**src/rtl/mem_arb2p_if.sv**
```systemverilog
// One requester port of the two-port RAM arbiter: request, access type, address, data, ack pulse, read data.
interface mem_arb2p_if #(
   parameter int ADDR_W = 6,
   parameter int DATA_W = 32
) ();
   logic              req;
   logic              we;
   logic [ADDR_W-1:0] addr;
   logic [DATA_W-1:0] wdata;
   logic              ack;
   logic [DATA_W-1:0] rdata;

   modport master (output req, we, addr, wdata, input ack, rdata);
   modport slave  (input req, we, addr, wdata, output ack, rdata);
endinterface

```
**src/rtl/mem_arb2p.sv**
```systemverilog
// Two-port arbiter/sequencer for a 1-cycle-latency sync RAM; MEM_ARB_FIXED_PRIO_EN makes port 0 win every tie.
// Write acked 2 cycles after the grant cycle, read 3; the losing port simply holds req until served.
module mem_arb2p #(
   parameter int ADDR_W = 6,
   parameter int DATA_W = 32
) (
   input  logic              clk,
   input  logic              rst,
   mem_arb2p_if.slave        p0_if,
   mem_arb2p_if.slave        p1_if,
   output logic              ram_we_o,
   output logic [ADDR_W-1:0] ram_addr_o,
   output logic [DATA_W-1:0] ram_din_o,
   input  logic [DATA_W-1:0] ram_dout_i,
   output logic              busy_o
);

   typedef enum logic [1:0] {IDLE, ISSUE, CAPTURE, ACK} state_t;

   state_t            state_q, state_d;
   logic              owner_q, owner_d;
   logic              ram_we_q, ram_we_d;
   logic [ADDR_W-1:0] ram_addr_q, ram_addr_d;
   logic [DATA_W-1:0] ram_din_q, ram_din_d;
   logic              ack0_q, ack0_d;
   logic              ack1_q, ack1_d;
   logic [DATA_W-1:0] rdata0_q, rdata0_d;
   logic [DATA_W-1:0] rdata1_q, rdata1_d;
   logic              busy_q, busy_d;
   logic              gnt_vld;
   logic              gnt_port;
`ifndef MEM_ARB_FIXED_PRIO_EN
   logic              last_q, last_d;
`endif

   always_comb begin
      gnt_vld = p0_if.req | p1_if.req;
      if (p0_if.req && p1_if.req) begin
`ifdef MEM_ARB_FIXED_PRIO_EN
         gnt_port = 1'b0;
`else
         gnt_port = ~last_q;
`endif
      end else begin
         gnt_port = p1_if.req;
      end
   end

   always_ff @(posedge clk or posedge rst) begin
      if (rst) begin
         state_q    <= IDLE;
         owner_q    <= 1'b0;
         ram_we_q   <= 1'b0;
         ram_addr_q <= '0;
         ram_din_q  <= '0;
         ack0_q     <= 1'b0;
         ack1_q     <= 1'b0;
         rdata0_q   <= '0;
         rdata1_q   <= '0;
         busy_q     <= 1'b0;
`ifndef MEM_ARB_FIXED_PRIO_EN
         last_q     <= 1'b1;
`endif
      end else begin
         state_q    <= state_d;
         owner_q    <= owner_d;
         ram_we_q   <= ram_we_d;
         ram_addr_q <= ram_addr_d;
         ram_din_q  <= ram_din_d;
         ack0_q     <= ack0_d;
         ack1_q     <= ack1_d;
         rdata0_q   <= rdata0_d;
         rdata1_q   <= rdata1_d;
         busy_q     <= busy_d;
`ifndef MEM_ARB_FIXED_PRIO_EN
         last_q     <= last_d;
`endif
      end
   end

   // ram_we_q doubles as the access type while in ISSUE.
   always_comb begin
      state_d = state_q;
      owner_d = owner_q;
`ifndef MEM_ARB_FIXED_PRIO_EN
      last_d  = last_q;
`endif
      case (state_q)
         IDLE: begin
            if (gnt_vld) begin
               state_d = ISSUE;
               owner_d = gnt_port;
`ifndef MEM_ARB_FIXED_PRIO_EN
               last_d  = gnt_port;
`endif
            end
         end
         ISSUE:   state_d = ram_we_q ? ACK : CAPTURE;
         CAPTURE: state_d = ACK;
         ACK:     state_d = IDLE;
         default: state_d = IDLE;
      endcase
   end

   always_comb begin
      ram_we_d   = 1'b0;
      ram_addr_d = ram_addr_q;
      ram_din_d  = ram_din_q;
      if (state_q == IDLE && gnt_vld) begin
         ram_we_d   = gnt_port ? p1_if.we    : p0_if.we;
         ram_addr_d = gnt_port ? p1_if.addr  : p0_if.addr;
         ram_din_d  = gnt_port ? p1_if.wdata : p0_if.wdata;
      end
      ack0_d   = (state_d == ACK) && !owner_q;
      ack1_d   = (state_d == ACK) &&  owner_q;
      rdata0_d = (state_q == CAPTURE && !owner_q) ? ram_dout_i : rdata0_q;
      rdata1_d = (state_q == CAPTURE &&  owner_q) ? ram_dout_i : rdata1_q;
      busy_d   = (state_d != IDLE);
   end

   assign ram_we_o    = ram_we_q;
   assign ram_addr_o  = ram_addr_q;
   assign ram_din_o   = ram_din_q;
   assign busy_o      = busy_q;
   assign p0_if.ack   = ack0_q;
   assign p1_if.ack   = ack1_q;
   assign p0_if.rdata = rdata0_q;
   assign p1_if.rdata = rdata1_q;

endmodule

```
**src/flat_wrapper.sv**
```systemverilog
// flat-port wrapper written by rule: the top's interface ports become plain ports
module mem_arb2p_flat 
#(
   parameter int ADDR_W = 6,
   parameter int DATA_W = 32
)
  (clk, rst, ram_we_o, ram_addr_o, ram_din_o, ram_dout_i, busy_o, p0_if_req, p0_if_we, p0_if_addr, p0_if_wdata, p0_if_ack, p0_if_rdata, p1_if_req, p1_if_we, p1_if_addr, p1_if_wdata, p1_if_ack, p1_if_rdata);
  mem_arb2p_if #(.ADDR_W(ADDR_W), .DATA_W(DATA_W)) p0_if_i ();
  mem_arb2p_if #(.ADDR_W(ADDR_W), .DATA_W(DATA_W)) p1_if_i ();
  input  logic clk;
  input  logic rst;
  output logic ram_we_o;
  output logic [ADDR_W-1:0] ram_addr_o;
  output logic [DATA_W-1:0] ram_din_o;
  input  logic [DATA_W-1:0] ram_dout_i;
  output logic busy_o;
  input wire logic [$bits(p0_if_i.req)-1:0] p0_if_req;
  input wire logic [$bits(p0_if_i.we)-1:0] p0_if_we;
  input wire logic [$bits(p0_if_i.addr)-1:0] p0_if_addr;
  input wire logic [$bits(p0_if_i.wdata)-1:0] p0_if_wdata;
  output wire logic [$bits(p0_if_i.ack)-1:0] p0_if_ack;
  output wire logic [$bits(p0_if_i.rdata)-1:0] p0_if_rdata;
  input wire logic [$bits(p1_if_i.req)-1:0] p1_if_req;
  input wire logic [$bits(p1_if_i.we)-1:0] p1_if_we;
  input wire logic [$bits(p1_if_i.addr)-1:0] p1_if_addr;
  input wire logic [$bits(p1_if_i.wdata)-1:0] p1_if_wdata;
  output wire logic [$bits(p1_if_i.ack)-1:0] p1_if_ack;
  output wire logic [$bits(p1_if_i.rdata)-1:0] p1_if_rdata;
  assign p0_if_i.req = p0_if_req;
  assign p0_if_i.we = p0_if_we;
  assign p0_if_i.addr = p0_if_addr;
  assign p0_if_i.wdata = p0_if_wdata;
  assign p0_if_ack = p0_if_i.ack;
  assign p0_if_rdata = p0_if_i.rdata;
  assign p1_if_i.req = p1_if_req;
  assign p1_if_i.we = p1_if_we;
  assign p1_if_i.addr = p1_if_addr;
  assign p1_if_i.wdata = p1_if_wdata;
  assign p1_if_ack = p1_if_i.ack;
  assign p1_if_rdata = p1_if_i.rdata;
  mem_arb2p #(.ADDR_W(ADDR_W), .DATA_W(DATA_W)) u_core (.clk(clk), .rst(rst), .p0_if(p0_if_i), .p1_if(p1_if_i), .ram_we_o(ram_we_o), .ram_addr_o(ram_addr_o), .ram_din_o(ram_din_o), .ram_dout_i(ram_dout_i), .busy_o(busy_o));
endmodule
```
**config.mk**
```make
export PLATFORM = sky130hd
export DESIGN_NAME = mem_arb2p_flat
export DESIGN_NICKNAME = d
export VERILOG_FILES = /design/src/rtl/mem_arb2p_if.sv /design/src/rtl/mem_arb2p.sv /design/src/flat_wrapper.sv
export SDC_FILE = /design/constraint.sdc
export NUM_CORES = 1
export LEC_CHECK = 0
export ABC_AREA = 1
export ABC_CLOCK_PERIOD_IN_PS = 2900
export CAP_MARGIN = 30
export CORE_MARGIN = 1
export CORE_UTILIZATION = 30
export DETAILED_ROUTE_END_ITERATION = 10
export SYNTH_ARGS = -nofsm -noshare
export SYNTH_HDL_FRONTEND = slang
export SYNTH_SLANG_ARGS = --single-unit
```
**constraint.sdc**
```tcl
create_clock -name clk -period 2.9 [get_ports clk]
set_input_delay 0.29 -clock clk [delete_from_list [all_inputs] [get_ports clk]]
set_output_delay 0.29 -clock clk [all_outputs]
set_load 0.02 [all_outputs]
```
==> flow_metrics.tcl, run 1 <==
set metrics [dict create \
    outcome "finished clean" \
    worstSetupEndpointType "output port" \
    slowest_delay_ps 630 \
    tns_ps 0 \
    grt_max_degree 61 \
    rsz0062_at_grt "no" \
    power_frac_seq_pct 34.0 \
    cts_max_path_buffers 2 \
    crit_cells 1 \
    critPathKind "reg2out" \
    whs_ps 347 \
    post_cts.repair.setup_buffers 0 \
    grt_pass1_wl_um 21100 \
    clkLatencyLatePin_ps 350 \
    clkTransAtPathRegs_ps 70 \
    syn_area_um2 4860 \
    finalWirelength_um 13300 \
    ys.warnings.count 0 \
    peakVddDrop_mv 0.351 \
    ctsResizeCount 0 \
    ys_async_sr_fraction_pct 100 \
    p_int_w 0.00477 \
    synth_nets 721 \
    synth.most_common_cell "nand2_1" \
    dp_hpwl_um 9590 \
    antenna_found_initial 0 \
    syn_avg_cell_area_um2 8.06 \
    wl_per_cell_um 12.9 \
    critPathBufInv 1 \
    crit_slowest_cell "clkdlybuf4s50_1" \
    crit_chain "clkdlybuf4s50_1" \
    r2r_cells 7 \
    fin_crit_sh_pct 57.4 \
    dr.pass1.iters 4 \
    drt_iter0_markers 214 \
    initial_core_util_pct 30.7 \
    p_leak_nw 3.82 \
    grt_pass1_vias 4252 \
    max_cap_violations 0 \
    period_minus_slack_ps 1660 \
    cts_sinks 110 \
    grt_remaining_overflow 0 \
    viasPerCell 4.22 \
    p_sw_w 0.00324 \
    postRouteAntennaNets 0 \
    final-setup-viol-count 0 \
    yosys.area.top_type "dfrtp_1" \
    slew_headroom_pct 53.2 \
    setup_slack_ps 1240 \
    pre_cts_ws_ps 952 \
    ys_top_cells_by_count "188 x nand2_1, 115 x inv_1, 109 x dfrtp_1" \
    fp.dieW_um 129 \
    cp.required_ps 2610 \
    hold_viol_final 0 \
    drc 0 \
    root_buffer "clkbuf_16" \
    ys_seq_area_share_pct 56.6 \
    yosys.cell_types.count 16 \
    critPathMaxFanout 2 \
    rows 46 \
    skew_ps 5.97 \
    grt.total_usage_pct 16.5 \
    path_delay_family "buffers and inverters" \
    dr_total_vias 4360 \
    clock_power_share_pct 14.5 \
    start_kind "flop" \
    swShare_pct 40.5 \
    core_um2 15800 \
    power_frac_comb_pct 51.6 \
    power_density_nw_per_um2 1060 \
    io_pins 220 \
    drv_slew 0 \
    cts_tree "built" \
    synth_flop_cell "dfrtp_1" \
    synth_top_area_share_pct 56.1 \
    cp.arrival_ps 1370 \
    gp_congestion 0.751 \
    dieArea_um2 16700 \
    tightestPinTransition_ps 701 \
    cts_buffers 9 \
    die_h_um 129 \
    fmaxAchievable_mhz 601 \
    synth_area_leaders "dfrtp_1 56%, nand2_1 15%, inv_1 8.9%" \
    h-tree-depth 3 \
    cts_hold_buf 0 \
    area_growth_pct 56.1 \
    synth-seq-cells 110 \
    drive_gt1_share_pct 4.16 \
    hold_path.class "in2async" \
    port_buffers 219 \
    synth_edf_count 0 \
    nets 931 \
    syn-instance-count 603 \
    diodes 0 \
]
## per-stage QoR
step                      cells  total power [W]  util (%)  instance area, um^2
final                      1034          0.00802      47.9                 7590
after global routing       1034          0.00862      47.9                 7590
after CTS                  1034          0.00814      47.9                 7590
after detailed placement   1018          0.00693      46.2                 7310
after global placement     1016          0.00685      46.0                 7270
after floorplan             603          0.00488         -                 4870
## placed cells by master, fill, tap and decap left out
cell type        count
clkinv_2             1
nand2_2              2
buf_4                9
inv_2                1
nand3_1             77
clkbuf_16            9
a21o_1               1
nor2_2               1
dfstp_2              1
clkinvlp_4           3
buf_12               3
nor2_1               6
o21ai_0             66
ha_1                 4
clkdlybuf4s50_1    219
clkbuf_1             1
nor2_4               1
and2_1               1
clkinv_4             1
dfrtp_1            109
nand2_1            186
inv_1              114
inv_6                2
## worst paths after layout
kind | slack [ps] | from | to
setup / recovery | 1240 | u_core.ram_din_o[24] | ram_din_o[24]
hold / removal | 350 | rst | u_core.p0_if.rdata[2]
setup reg to reg | 1270 | u_core.state_q[0] | u_core.ram_din_o[30]
hold reg to reg | 470 | u_core.last_q | u_core.last_q
max in group asynchronous | 1870 | rst | u_core.p0_if.rdata[22]
min in group clk | 470 | u_core.last_q | u_core.last_q
## power by group through the flow
| stage | Clock, W | Combinational (W) | Sequential [W] |
|---|---|---|---|
| after floorplan | 0 | 0.00128 | 0.00360 |
| after global placement | 0 | 0.00410 | 0.00275 |
| after detailed placement | 0 | 0.00420 | 0.00274 |
| after CTS | 0.00121 | 0.00419 | 0.00273 |
| after global routing | 0.00125 | 0.00455 | 0.00282 |
| final | 0.00116 | 0.00413 | 0.00273 |
## flip-flops by register name, summed over array words and instances (netlist names), 2 cells and up
signal and cells:
u_core.ram_addr_o 6, u_core.p1_if.rdata 32, u_core.state_q 2, u_core.p0_if.rdata 32, u_core.ram_din_o 32
## final cells by class
| class | count | area [um^2] |
|---|---|---|
| multi-input combinational | 345 | 1530 |
| tap | 216 | 270 |
| inverter | 116 | 439 |
| sequential | 110 | 2750 |
| fill | 1584 | 8240 |
| clock inverter | 6 | 46.3 |
| clock buffer | 10 | 229 |
| timing repair buffer | 231 | 2320 |
## layer usage
| layer | wire, um | global-route usage [%] |
|---|---|---|
| met3 | 1450 | 5.45 |
| met1 | 5980 | 20.9 |
| met5 | 0 | 0 |
| met4 | 240 | 7.27 |
| met2 | 5620 | 25.6 |
## cells by family after synthesis
group,synth area share (%)
AOI/OAI and AO/OA,6.95
adders and majority gates,1.03
buffers and inverters,12.0
DFF,56.6
and+or+nand+nor,23.4
(Power assumes the default switching activity.)
==> run 2, diff against run 1 <==
- ABC_CLOCK_PERIOD_IN_PS: 2900 -> 1300
- clock period: 2.9 -> 1.3 ns (I/O delays scaled with it)
==> run 2 against run 1 <==
The run now ends with negative setup slack left. Hold slack worse by 120 ps. Die area stayed put. Clock skew hardly changed. Clock power grew to 2.6 times the previous value. Total power is 130% higher. Sequential share of layout area is 1.4 points lower. First-iteration DRC count is 33% lower. Critical endpoint is now u_core.busy_o.
==> flow_metrics.tcl, run 2 (same netlist as run 1, synthesis figures left out) <==
set metrics [dict create \
    outcome "finished, violations left" \
    failed_checks "negative setup slack" \
    drt_iter0_markers 143 \
    port_buffers 219 \
    r2r_slack_ps -40 \
    final-setup-viol-count 26 \
    finalWirelength_um 13800 \
    instances_no_fill 1051 \
    h-tree-depth 3 \
    layout_commonest_cell "nand2_1" \
    cts_tree "built" \
    max_cap_violations 0 \
    hold_viol_final 0 \
    cp.arrival_ps 1570 \
    multiInputGateArea_um2 1620 \
    tns_ps -309 \
    setup_slack_ps -37.3 \
    rows 46 \
    critPathKind "reg2reg" \
    start_kind "flop" \
    viasPerCell 4.24 \
    grt_pass1_wl_um 21400 \
    tightestPinTransition_ps 328 \
    cp.required_ps 1530 \
    r2r_cells 8 \
    cts_buffers 9 \
    r2r_start "u_core.state_q[0]" \
    dp.cells 1027 \
    crit_chain "inv_2 -> buf_4 -> buf_4 -> ha_4 -> inv_1 -> nor2_2 -> nand2_2 -> a21o_1" \
    p_leak_nw 4.23 \
    clkTransAtPathRegs_ps 80 \
    dr.pass1.iters 4 \
    slew_headroom_pct 78.1 \
    dp_hpwl_um 9710 \
    critPathMaxFanout 3 \
    period_minus_slack_ps 1340 \
    hold_path.class "in2async" \
    design_area_um2 7900 \
    nets 948 \
    dr_total_vias 4459 \
    slowest_delay_ps 390 \
    skew_ps 5.73 \
    regArea_um2 2750 \
    antenna_found_initial 1 \
    worstSetupEndpointType "flop" \
    critPathBufInv 4 \
    drive_gt1_share_pct 8.98 \
    initial_core_util_pct 30.7 \
    final_cell_mix "176 x nand2_1, 113 x clkdlybuf4s50_1, 111 x inv_1" \
    power_density_nw_per_um2 2300 \
    cts_max_path_buffers 2 \
    r2r-end "u_core.busy_o" \
    clkLatencyLatePin_ps 350 \
    area_growth_pct 62.4 \
    peakVddDrop_mv 0.924 \
    crit_slowest_cell "dfrtp_1" \
    pre_cts_ws_ps -150 \
    rsz0062_at_grt "yes" \
    dieArea_um2 16700 \
    cpMostUsedCell "buf_4" \
    grt_max_degree 61 \
    postRouteAntennaNets 0 \
    fin_crit_sh_pct 103 \
    fmaxAchievable_mhz 748 \
    grt_remaining_overflow 0 \
    startpoint "u_core.state_q[0]" \
    fp.dieW_um 129 \
    io_pins 220 \
    grt.total_usage_pct 16.7 \
    drv_slew 0 \
    cts_sinks 110 \
    die_h_um 129 \
    path_delay_family "flip-flops" \
    endpoint "u_core.busy_o" \
    utilization_pct 49.9 \
    gp_congestion 0.765 \
    fill_cells 1559 \
    core_um2 15800 \
    wl_per_cell_um 13.1 \
    grt_pass1_vias 4309 \
    crit_cells 8 \
    drc 0 \
    root_buffer "clkbuf_16" \
    diodes 0 \
    placed_area_um2 7490 \
]
-- run 2: cell types whose count changed in the layout (fill, tap and decap cells not counted), moves of 3 or more --
cell	delta
clkdlybuf4s50_1	-106
dlygate4sd2_1	+106
o21ai_0	-13
o21ai_1	+11
nand2_1	-10
buf_12	+9
nand2_2	+9
buf_6	+4
nand3_1	-4
nand3_2	+4
ha_1	-3
inv_1	-3
-- run 2: how the worst min path moves through the flow --
stage / from / to / slack (ps) / depth (start not counted)
2_1_floorplan: p0_if_we / u_core.ram_we_o / 270 / 2
5_1_grt: rst / u_core.ram_din_o[7] / 260 / 3
3_3_place_gp: u_core.ram_din_o[5] / u_core.ram_din_o[5] / 460 / 2
6_report: rst / u_core.ram_din_o[7] / 230 / 3
4_1_cts: rst / u_core.ram_din_o[7] / 230 / 3
3_5_place_dp: u_core.ram_din_o[15] / u_core.ram_din_o[15] / 460 / 2
-- run 2: metal layers --
layer / part of all wire (%) / vias up / track usage, %
li1: - / 2284 / -
met1: 42 / 1987 / 20.5
met2: 46 / 175 / 26.9
met3: 10 / 13 / 5.82
met4: 1.4 / 0 / 6.64
met5: 0 / - / 0
-- run 2: power by group --
part | internal (W) | switching [W]
clock network | 0.00175 | 0.00127
registers | 0.00515 | 0.000838
logic | 0.00375 | 0.00537
total | 0.0107 | 0.00749
-- run 2: layout make-up --
class / count / share of cell area [%]
Clock buffer: 10 / 3.03
Clock inverter: 6 / 1.17
Inverter: 116 / 5.63
Multi-Input combinational cell: 345 / 20.5
Sequential cell: 110 / 34.9
Tap cell: 216 / 3.42
Timing Repair Buffer: 248 / 31.4
-- run 2: metrics by stage --
| stage | power, W | hold WS, ps |
|---|---|---|
| finish | 0.0181 | 230 |
| global route | 0.0196 | 259 |
| CTS | 0.0179 | 232 |
| detailed placement | 0.0158 | 464 |
| global placement | 0.0157 | 462 |
| floorplan | 0.0109 | 274 |
-- run 2: what timing repair did --
item	in CTS	in global routing
resized for setup	114	37
cloned	1	2
buffers inserted	3	2
setup endpoints to repair	148	105
hold buffers	0	0
pin swaps	0	2
-- run 2: worst register-to-register path, stage by stage, from the launching register on --
cell     delay, ps
dfrtp_1        390
inv_2          100
buf_4          110
buf_4          100
ha_4           130
inv_1           50
nor2_2         120
nand2_2         80
a21o_1         160
==> run 3, diff against run 2 <==
--- a/config.mk
+++ b/config.mk
@@ -11,4 +11,5 @@
 export CORE_MARGIN = 1
-export CORE_UTILIZATION = 30
+export CORE_UTILIZATION = 38
 export DETAILED_ROUTE_END_ITERATION = 10
+export PLACE_DENSITY = 0.77
 export SYNTH_ARGS = -nofsm -noshare
--- a/constraint.sdc
+++ b/constraint.sdc
@@ -3,2 +3,2 @@
 set_output_delay 0.13 -clock clk [all_outputs]
-set_load 0.02 [all_outputs]
+set_load 0.05 [all_outputs]
==> run 3 against run 2 <==
The flow still finishes with violations (negative setup slack). Hold slack improved by 12 ps. Critical path depth decreased by 2. Non-clock buffer count increased by 17. Sequential share of layout area decreased by 6.4 points. Combinational power increased by 120%. Die area decreased by 21%. Critical path type unchanged. Largest cell class is now non-clock buffers.
==> flow_metrics.tcl, run 3 (same netlist as run 1, synthesis figures left out) <==
set metrics [dict create \
    power_w 0.0300 \
    dp_hpwl_um 11000 \
    cp.required_ps 1550 \
    path_delay_family "buffers and inverters" \
    dr_total_vias 5141 \
    gp_congestion 0.853 \
    fill_cells 675 \
    finalWirelength_um 18600 \
    clkTransAtPathRegs_ps 80 \
    max_cap_violations 0 \
    critPathBufInv 3 \
    cts_buffers 9 \
    root_buffer "clkbuf_16" \
    worstSetupEndpointType "flop" \
    multiInputGateArea_um2 1930 \
    critPathMaxFanout 11 \
    cts_tree "built" \
    tightestPinTransition_ps 343 \
    die_h_um 115 \
    io_pins 220 \
    postRouteAntennaNets 0 \
    start_kind "flop" \
    peakVddDrop_mv 1.60 \
    final-setup-viol-count 109 \
    whs_ps 242 \
    grt_max_degree 65 \
    wl_per_cell_um 18.3 \
    layout_commonest_cell "nand2_1" \
    instances_no_fill 1020 \
    drt_iter0_markers 351 \
    critPathKind "reg2reg" \
    rows 40 \
    nets 965 \
    fp.dieW_um 115 \
    viasPerCell 5.04 \
    initial_core_util_pct 39.7 \
    fin_crit_sh_pct 110 \
    core_um2 12300 \
    final_cell_mix "125 x nand2_1, 115 x buf_12, 113 x clkdlybuf4s50_1" \
    port_buffers 219 \
    rsz0062_at_grt "yes" \
    drc 0 \
    dr.pass1.iters 5 \
    p_leak_nw 4.79 \
    grt_pass1_wl_um 24800 \
    dp.cells 978 \
    grt_pass1_vias 5117 \
    h-tree-depth 3 \
    cp.arrival_ps 1680 \
    diodes 0 \
    antenna_found_initial 0 \
    hold_viol_final 0 \
    hold_path.class "in2async" \
    cts_max_path_buffers 2 \
    slew_headroom_pct 77.1 \
    crit_chain "inv_2 -> buf_6 -> ha_4 -> nand2_8 -> clkbuf_16 -> o21ai_1" \
    area_growth_pct 98.6 \
    dieArea_um2 13300 \
    regArea_um2 2750 \
    cts_sinks 110 \
    grt_remaining_overflow 0 \
    drv_slew 0 \
    setup_slack_ps -131 \
    outcome "finished, violations left" \
    skew_ps 7.54 \
    failed_checks "negative setup slack" \
    period_minus_slack_ps 1430 \
    clkLatencyLatePin_ps 340 \
    drive_gt1_share_pct 33.0 \
    crit_slowest_cell "dfrtp_1" \
    slowest_delay_ps 400 \
    grt.total_usage_pct 24.2 \
    fmaxAchievable_mhz 699 \
    power_density_nw_per_um2 3110 \
]
==> run 3: per-stage QoR <==
stage / setup WS (ps) / utilization [%] / setup TNS (ps) / cell area, um^2
final: -131 / 78.8 / -6080 / 9660
after global routing: -183 / 78.8 / -10810 / 9660
after CTS: -56.4 / 74.3 / -2880 / 9110
after detailed placement: -142 / 68.8 / -5040 / 8440
after global placement: -128 / 68.8 / -4530 / 8440
after floorplan: -159 / - / -17290 / 4880
==> run 3: worst reg2reg max path, stage by stage, from the launching register on <==
cell,delay [ps]
dfrtp_1,400
inv_2,100
buf_6,110
ha_4,190
nand2_8,130
clkbuf_16,220
o21ai_1,200
==> run 3: layout make-up <==
type / count / area share, %
multi-input combinational: 345 / 20.0
clock inverter: 6 / 0.725
inverter: 116 / 4.62
sequential: 110 / 28.5
tap: 168 / 2.18
timing repair buffer: 265 / 41.5
clock buffer: 10 / 2.47
==> run 3: timing repair <==
| action | in CTS | in global routing |
|---|---|---|
| pin swaps | 26 | 16 |
| gates resized for setup | 54 | 143 |
| buffers inserted | 8 | 0 |
| endpoints found under the setup margin | 42 | 109 |
| cloned | 5 | 13 |
| hold buffers | 0 | 0 |
==> run 3: where the power goes <==
group	switching (W)	internal (W)
clock	0.00127	0.00156
combinational	0.0104	0.00944
sequential	0.00222	0.00516
==> run 3: per-layer routing <==
layer | share of wire [%] | GRT usage (%) | vias to the layer above
met1 | 35 | 27.1 | 2439
met4 | 4.5 | 8.83 | 0
met2 | 50 | 42.8 | 316
li1 | - | - | 2329
met3 | 10 | 8.17 | 57
met5 | 0 | 0 | -
==> run 3: final timing paths <==
check / start / to / slack, ps / cells after the start
setup / recovery: u_core.state_q[0] / u_core.p0_if.rdata[15] / -130 / 6
hold / removal: rst / u_core.ram_din_o[6] / 240 / 3
setup reg to reg: u_core.state_q[0] / u_core.p0_if.rdata[15] / -130 / 6
hold reg to reg: u_core.last_q / u_core.last_q / 480 / 2
max in group asynchronous: rst / u_core.p0_if.rdata[30] / 760 / 3
min in group clk: ram_dout_i[8] / u_core.p0_if.rdata[8] / 360 / 3
